--- src/rtl/draw_command_queue_if.sv ---
// Command-queue bus: SPI byte input, show-ahead entry output and status.
// master drives the byte stream and the renderer handshake; slave is the queue.
interface draw_command_queue_if #(
  parameter int unsigned DEPTH       = 16,
  parameter int unsigned SPRITE_ID_W = 6
);
  localparam int unsigned CNT_W = $clog2(DEPTH + 1);

  logic                   cs_active;
  logic                   byte_valid;
  logic [7:0]             byte_data;
  logic                   out_valid;
  logic                   out_ready;
  logic                   out_eof;
  logic [SPRITE_ID_W-1:0] out_sprite;
  logic [15:0]            out_x;
  logic [15:0]            out_y;
  logic [7:0]             out_flags;
  logic [CNT_W-1:0]       count;
  logic                   overflow;
  logic                   clear_ovf;

  modport master (
    output cs_active, byte_valid, byte_data, out_ready, clear_ovf,
    input  out_valid, out_eof, out_sprite, out_x, out_y, out_flags, count, overflow
  );

  modport slave (
    input  cs_active, byte_valid, byte_data, out_ready, clear_ovf,
    output out_valid, out_eof, out_sprite, out_x, out_y, out_flags, count, overflow
  );
endinterface

--- src/rtl/draw_command_queue.sv ---
// Decodes the resynchronised SPI byte stream into draw/frame-marker entries
// and buffers them in a show-ahead FIFO for the sprite renderer.
module draw_command_queue #(
  parameter int unsigned DEPTH       = 16,
  parameter int unsigned SPRITE_ID_W = 6
) (
  input  logic                clock,
  input  logic                reset_n,
  draw_command_queue_if.slave bus
);
  localparam int unsigned CNT_W = $clog2(DEPTH + 1);
  localparam int unsigned PTR_W = $clog2(DEPTH);

  typedef enum logic [1:0] {IDLE, SKIP, DRAW} state_t;

  typedef struct packed {
    logic                   eof;
    logic [SPRITE_ID_W-1:0] sprite;
    logic [15:0]            x;
    logic [15:0]            y;
    logic [7:0]             flags;
  } entry_t;

  state_t                 state_q, state_d;
  logic [2:0]             idx_q, idx_d;
  logic [9:0]             skip_q, skip_d;
  logic [SPRITE_ID_W-1:0] sprite_q, sprite_d;
  logic [7:0]             xh_q, xh_d;
  logic [7:0]             xl_q, xl_d;
  logic [7:0]             yh_q, yh_d;
  logic [7:0]             yl_q, yl_d;

  entry_t                 mem_q [DEPTH];
  entry_t                 mem_d [DEPTH];
  logic [PTR_W-1:0]       wr_ptr_q, wr_ptr_d;
  logic [PTR_W-1:0]       rd_ptr_q, rd_ptr_d;
  logic [CNT_W-1:0]       count_q, count_d;
  logic                   overflow_q, overflow_d;

  logic                   accept;
  logic                   push;
  entry_t                 push_entry;
  logic                   pop;
  logic                   full;
  logic                   wr_en;
  entry_t                 head;

  assign accept = bus.byte_valid & bus.cs_active;

  // Parser: dropping chip-select abandons any partial command.
  always_comb begin
    state_d    = state_q;
    idx_d      = idx_q;
    skip_d     = skip_q;
    sprite_d   = sprite_q;
    xh_d       = xh_q;
    xl_d       = xl_q;
    yh_d       = yh_q;
    yl_d       = yl_q;
    push       = 1'b0;
    push_entry = '0;
    if (!bus.cs_active) begin
      state_d = IDLE;
      idx_d   = '0;
      skip_d  = '0;
    end else if (accept) begin
      case (state_q)
        IDLE: begin
          case (bus.byte_data)
            8'h00: begin
              state_d = SKIP;
              skip_d  = 10'd513;
            end
            8'h01: begin
              state_d = DRAW;
              idx_d   = '0;
            end
            8'h02: begin
              push           = 1'b1;
              push_entry.eof = 1'b1;
            end
            default: ;
          endcase
        end
        SKIP: begin
          skip_d = skip_q - 10'd1;
          if (skip_q == 10'd1) state_d = IDLE;
        end
        DRAW: begin
          idx_d = idx_q + 3'd1;
          case (idx_q)
            3'd0: sprite_d = bus.byte_data[SPRITE_ID_W-1:0];
            3'd1: xh_d = bus.byte_data;
            3'd2: xl_d = bus.byte_data;
            3'd3: yh_d = bus.byte_data;
            3'd4: yl_d = bus.byte_data;
            default: begin
              push              = 1'b1;
              push_entry.eof    = 1'b0;
              push_entry.sprite = sprite_q;
              push_entry.x      = {xh_q, xl_q};
              push_entry.y      = {yh_q, yl_q};
              push_entry.flags  = bus.byte_data;
              state_d           = IDLE;
              idx_d             = '0;
            end
          endcase
        end
        default: state_d = IDLE;
      endcase
    end
  end

  assign full  = (count_q == CNT_W'(DEPTH));
  assign pop   = (count_q != '0) & bus.out_ready;
  // A push into a full FIFO survives only when the head leaves on the same edge.
  assign wr_en = push & (~full | pop);

  always_comb begin
    mem_d      = mem_q;
    wr_ptr_d   = wr_ptr_q;
    rd_ptr_d   = rd_ptr_q;
    count_d    = count_q;
    overflow_d = overflow_q;
    if (wr_en) begin
      mem_d[wr_ptr_q] = push_entry;
      wr_ptr_d        = wr_ptr_q + PTR_W'(1);
    end
    if (pop) rd_ptr_d = rd_ptr_q + PTR_W'(1);
    if (wr_en && !pop)      count_d = count_q + CNT_W'(1);
    else if (pop && !wr_en) count_d = count_q - CNT_W'(1);
    if (push && !wr_en)     overflow_d = 1'b1;
    else if (bus.clear_ovf) overflow_d = 1'b0;
  end

  always_ff @(posedge clock or negedge reset_n) begin
    if (!reset_n) begin
      state_q    <= IDLE;
      idx_q      <= '0;
      skip_q     <= '0;
      sprite_q   <= '0;
      xh_q       <= '0;
      xl_q       <= '0;
      yh_q       <= '0;
      yl_q       <= '0;
      wr_ptr_q   <= '0;
      rd_ptr_q   <= '0;
      count_q    <= '0;
      overflow_q <= 1'b0;
      for (int unsigned i = 0; i < DEPTH; i++) mem_q[i] <= '0;
    end else begin
      state_q    <= state_d;
      idx_q      <= idx_d;
      skip_q     <= skip_d;
      sprite_q   <= sprite_d;
      xh_q       <= xh_d;
      xl_q       <= xl_d;
      yh_q       <= yh_d;
      yl_q       <= yl_d;
      wr_ptr_q   <= wr_ptr_d;
      rd_ptr_q   <= rd_ptr_d;
      count_q    <= count_d;
      overflow_q <= overflow_d;
      mem_q      <= mem_d;
    end
  end

  assign head           = mem_q[rd_ptr_q];
  assign bus.out_valid  = (count_q != '0);
  assign bus.out_eof    = head.eof;
  assign bus.out_sprite = head.sprite;
  assign bus.out_x      = head.x;
  assign bus.out_y      = head.y;
  assign bus.out_flags  = head.flags;
  assign bus.count      = count_q;
  assign bus.overflow   = overflow_q;
endmodule

--- src/flat_wrapper.sv ---
// flat-port wrapper written by rule: the top's interface ports become plain ports
module draw_command_queue_flat 
#(
  parameter int unsigned DEPTH       = 16,
  parameter int unsigned SPRITE_ID_W = 6
)
  (clock, reset_n, bus_cs_active, bus_byte_valid, bus_byte_data, bus_out_ready, bus_clear_ovf, bus_out_valid, bus_out_eof, bus_out_sprite, bus_out_x, bus_out_y, bus_out_flags, bus_count, bus_overflow);
  draw_command_queue_if #(.DEPTH(DEPTH), .SPRITE_ID_W(SPRITE_ID_W)) bus_i ();
  input  logic clock;
  input  logic reset_n;
  input wire logic [$bits(bus_i.cs_active)-1:0] bus_cs_active;
  input wire logic [$bits(bus_i.byte_valid)-1:0] bus_byte_valid;
  input wire logic [$bits(bus_i.byte_data)-1:0] bus_byte_data;
  input wire logic [$bits(bus_i.out_ready)-1:0] bus_out_ready;
  input wire logic [$bits(bus_i.clear_ovf)-1:0] bus_clear_ovf;
  output wire logic [$bits(bus_i.out_valid)-1:0] bus_out_valid;
  output wire logic [$bits(bus_i.out_eof)-1:0] bus_out_eof;
  output wire logic [$bits(bus_i.out_sprite)-1:0] bus_out_sprite;
  output wire logic [$bits(bus_i.out_x)-1:0] bus_out_x;
  output wire logic [$bits(bus_i.out_y)-1:0] bus_out_y;
  output wire logic [$bits(bus_i.out_flags)-1:0] bus_out_flags;
  output wire logic [$bits(bus_i.count)-1:0] bus_count;
  output wire logic [$bits(bus_i.overflow)-1:0] bus_overflow;
  assign bus_i.cs_active = bus_cs_active;
  assign bus_i.byte_valid = bus_byte_valid;
  assign bus_i.byte_data = bus_byte_data;
  assign bus_i.out_ready = bus_out_ready;
  assign bus_i.clear_ovf = bus_clear_ovf;
  assign bus_out_valid = bus_i.out_valid;
  assign bus_out_eof = bus_i.out_eof;
  assign bus_out_sprite = bus_i.out_sprite;
  assign bus_out_x = bus_i.out_x;
  assign bus_out_y = bus_i.out_y;
  assign bus_out_flags = bus_i.out_flags;
  assign bus_count = bus_i.count;
  assign bus_overflow = bus_i.overflow;
  draw_command_queue #(.DEPTH(DEPTH), .SPRITE_ID_W(SPRITE_ID_W)) u_core (.clock(clock), .reset_n(reset_n), .bus(bus_i));
endmodule
--- config.mk ---
export PLATFORM = sky130hd
export DESIGN_NAME = draw_command_queue_flat
export DESIGN_NICKNAME = d
export VERILOG_FILES = /design/src/rtl/draw_command_queue_if.sv /design/src/rtl/draw_command_queue.sv /design/src/flat_wrapper.sv
export SDC_FILE = /design/constraint.sdc
export NUM_CORES = 2
export LEC_CHECK = 0
export BUFFER_PORTS_ARGS = -buffer_cell sky130_fd_sc_hd__clkbuf_2
export CORE_MARGIN = 2
export CORE_UTILIZATION = 40
export CTS_CLUSTER_DIAMETER = 100
export DETAILED_ROUTE_END_ITERATION = 12
export GPL_TIMING_DRIVEN = 1
export SLEW_MARGIN = 40
export SYNTH_ARGS = -nofsm -noshare
export SYNTH_HDL_FRONTEND = slang
export SYNTH_SLANG_ARGS = --single-unit
--- constraint.sdc ---
create_clock -name clock -period 5.6 [get_ports clock]
set_input_delay 1.12 -clock clock [delete_from_list [all_inputs] [get_ports clock]]
set_output_delay 1.12 -clock clock [all_outputs]
set_load 0.01 [all_outputs]
==> metrics.txt <==
Vias 20,290; worst skew pair latency 0.65 ns; via-per-instance ratio 5.610; # fillers 8,032; CTS Sinks 819; Reg clk slew, reported paths 0.06 ns; Net Count, Synth 2,300; most frequent cells in the layout 815 x dfrtp_1, 686 x mux2_2, 235 x mux4_2, 107 x mux2_1, 91 x clkbuf_16; commonest non-fill, non-tap cell in the layout dfrtp_1; CTS HTree Levels 3; switching share of power 0.2646; Post-Layout Inst Area 0.04225 mm²; ratio of cells with drive above 1 in the final layout 0.5207; Synth Instances 2,269; cts hold-fix bufs 0; DRT iter0 DRCs 1,045; fin crit share 0.7790; Data arrival, critical path 3.24 ns; Yosys reg bits 819; Hold Path Class input port to async pin; FMAX 229.2 MHz; post-cts sizing count 0; Comb pwr share 0.141; P_leak 19.96 nW; I/O pin total 68; Least-Margin Pin Slew 0.8355 ns; fin crit period 4.362 ns; crit-path max FO 38; RSZ-0062 raised after global routing no; PortBufs 67; starting density of the core 0.4025; final setup fails 0; CP Capture Type primary output; Post-DRT Antenna Nets 0; Slew Limit Fails 0; DP Area 0.03910 mm²; Total Wirelength 91,010 µm; row cnt 112; area delta synth->final 12.82%; relative slew slack 0.4430; post-synth cell types 58; largest net degree at the start of global routing 164; floorplan die height 310.0 µm; vias in the first global route 22,480; DR WL/cell 25.16 µm; TritonCTS Buffers 90; clock skew 0.02355 ns; final setup TNS 0 ns; Final nets 2,322; Overflow after GRT 0; RePlAce Congestion 0.7749; Post-CTS Setup Bufs 0; final hold vios 0; yosys warns 0; DIE WIDTH 310.0 µm; first-pass GRT wire length 141,600 µm; WP data required 4.48 ns; clk buf depth 3; Post-synth ARST share 1.000; # Max-Cap Violations 0; overall track demand over capacity in global routing 0.1958; post-DP HPWL 53,760 µm; EDFF count, synth 0; Core Footprint 0.09305 mm²; peak supply drop 0.4587 mV; CP Class flop to primary output; Mean Syn Cell Area 16.50 µm²; mapped cell area 0.03745 mm²; PD cells 335.7 mW/mm²; CTS tree done; outcome finished clean; clock network power share 0.423; initial antenna violation count 5; Root Buffer clkbuf_16; fraction of the yosys area taken by sequential cells 0.5473; Int Power 10.43 mW; # DRC 0; sequential power share 0.436; CP Launch Type flop; switching power 3.753 mW; first drt pass iteration count 5; die area 0.09609 mm²; dominant synthesized flop cell dfrtp_1
-- cell usage after synthesis (all sizes together), types with 2 or more instances --
cell type,instances,area [µm²]
mux2,793,8930
or4,6,45.04
dfrtp,819,20490
inv,17,63.81
nor2b,2,12.51
nand3b,2,15.01
o21ai,10,50.04
and3,5,31.28
o31ai,5,37.54
o21a,2,15.01
nand2,12,45.04
xnor2,6,52.55
nand3,3,15.01
a31oi,3,18.77
nor3,6,30.03
a211oi,7,62.56
xor2,4,35.03
clkbuf,99,371.6
and2,47,294.0
nor2,9,36.29
buf,102,705.7
a21o,3,22.52
o32ai,2,17.52
mux4,235,5293
a21oi,12,60.06
nor4,4,40.04
o311ai,3,26.28
nand2b,6,37.54
ha,16,200.2
nand4,2,27.53
a2111oi,12,217.7
-- logic make-up after synthesis --
group,share of synthesized area
XOR/XNOR,0.002339
flip-flops,0.5473
adder cells (fa/ha/maj),0.005880
multiplexers,0.3800
AO/OA/AOI/OAI,0.01557
AND/OR/NAND/NOR,0.01844
buffers and inverters,0.03047
-- sequential cells by signal (all words and copies together) (netlist names) --
register and count:
u_core.idx_q 3, u_core.sprite_q 6, u_core.yl_q 8, u_core.bus.overflow 1, u_core.xl_q 8, u_core.rd_ptr_q 4
u_core.wr_ptr_q 4, u_core.bus.count 5, u_core.xh_q 8, u_core.skip_q 10, u_core.state_q 2, u_core.yh_q 8
u_core.mem_q 752
-- critical path, cell delays in order (launching register included) --
cell      delay (ns)
dfrtp_4         0.88
buf_12          0.40
mux4_2          0.59
mux4_2          0.52
clkbuf_2        0.15
-- through the flow --
stage	hold slack [ns]	std cells	power [mW]	setup slack, ns	util
floorplan	0.4524	2269	7.581	1.841	-
global placement	0.4615	3447	8.331	1.126	0.4196
detailed placement	0.4701	3449	8.364	1.125	0.4202
CTS	0.4834	3612	14.42	1.120	0.4528
global route	0.3524	3616	14.79	1.070	0.4540
finish	0.3598	3617	14.18	1.238	0.4541
-- layout make-up --
cell class	instances	area (µm²)	area share
Clock inverter	27	314.1	0.007433
Inverter	17	63.81	0.001510
Timing Repair Buffer	131	1081	0.02559
Multi-Input combinational cell	1232	15980	0.3783
Antenna cell	1	2.502	0.00005923
Clock buffer	136	2726	0.06453
Tap cell	1254	1569	0.03714
Sequential cell	819	20510	0.4854
-- per-layer routing --
layer	wire length (µm)	up-vias	GRT usage	share of wire
met5	37	-	0	0.00041
met4	2204	6	0.05336	0.024
met3	3724	132	0.03644	0.041
met2	44370	369	0.3199	0.49
met1	40680	11250	0.2691	0.45
li1	-	8540	-	-
-- final timing paths --
kind / from / to / slack, ns / cells past startpoint
setup / recovery: u_core.rd_ptr_q[0] / bus_out_flags[3] / 1.24 / 4
hold / removal: reset_n / u_core.mem_q[542] / 0.36 / 1
max in group asynchronous: reset_n / u_core.mem_q[342] / 3.75 / 4
setup reg to reg: u_core.idx_q[0] / u_core.bus.count[4] / 1.66 / 12
min in group clock: u_core.mem_q[54] / u_core.mem_q[54] / 0.48 / 1
hold reg to reg: u_core.mem_q[54] / u_core.mem_q[54] / 0.48 / 1
-- power groups by stage --
stage                     Clock [mW]  Combinational, mW  Sequential (mW)
after floorplan                    0               1.48             6.11
after global placement             0               1.95             6.38
after detailed placement           0               2.07             6.30
after CTS                       6.16               2.07             6.19
after global routing            6.42               2.18             6.19
final                           6.00               2.01             6.18
(Power assumes the default switching activity.)
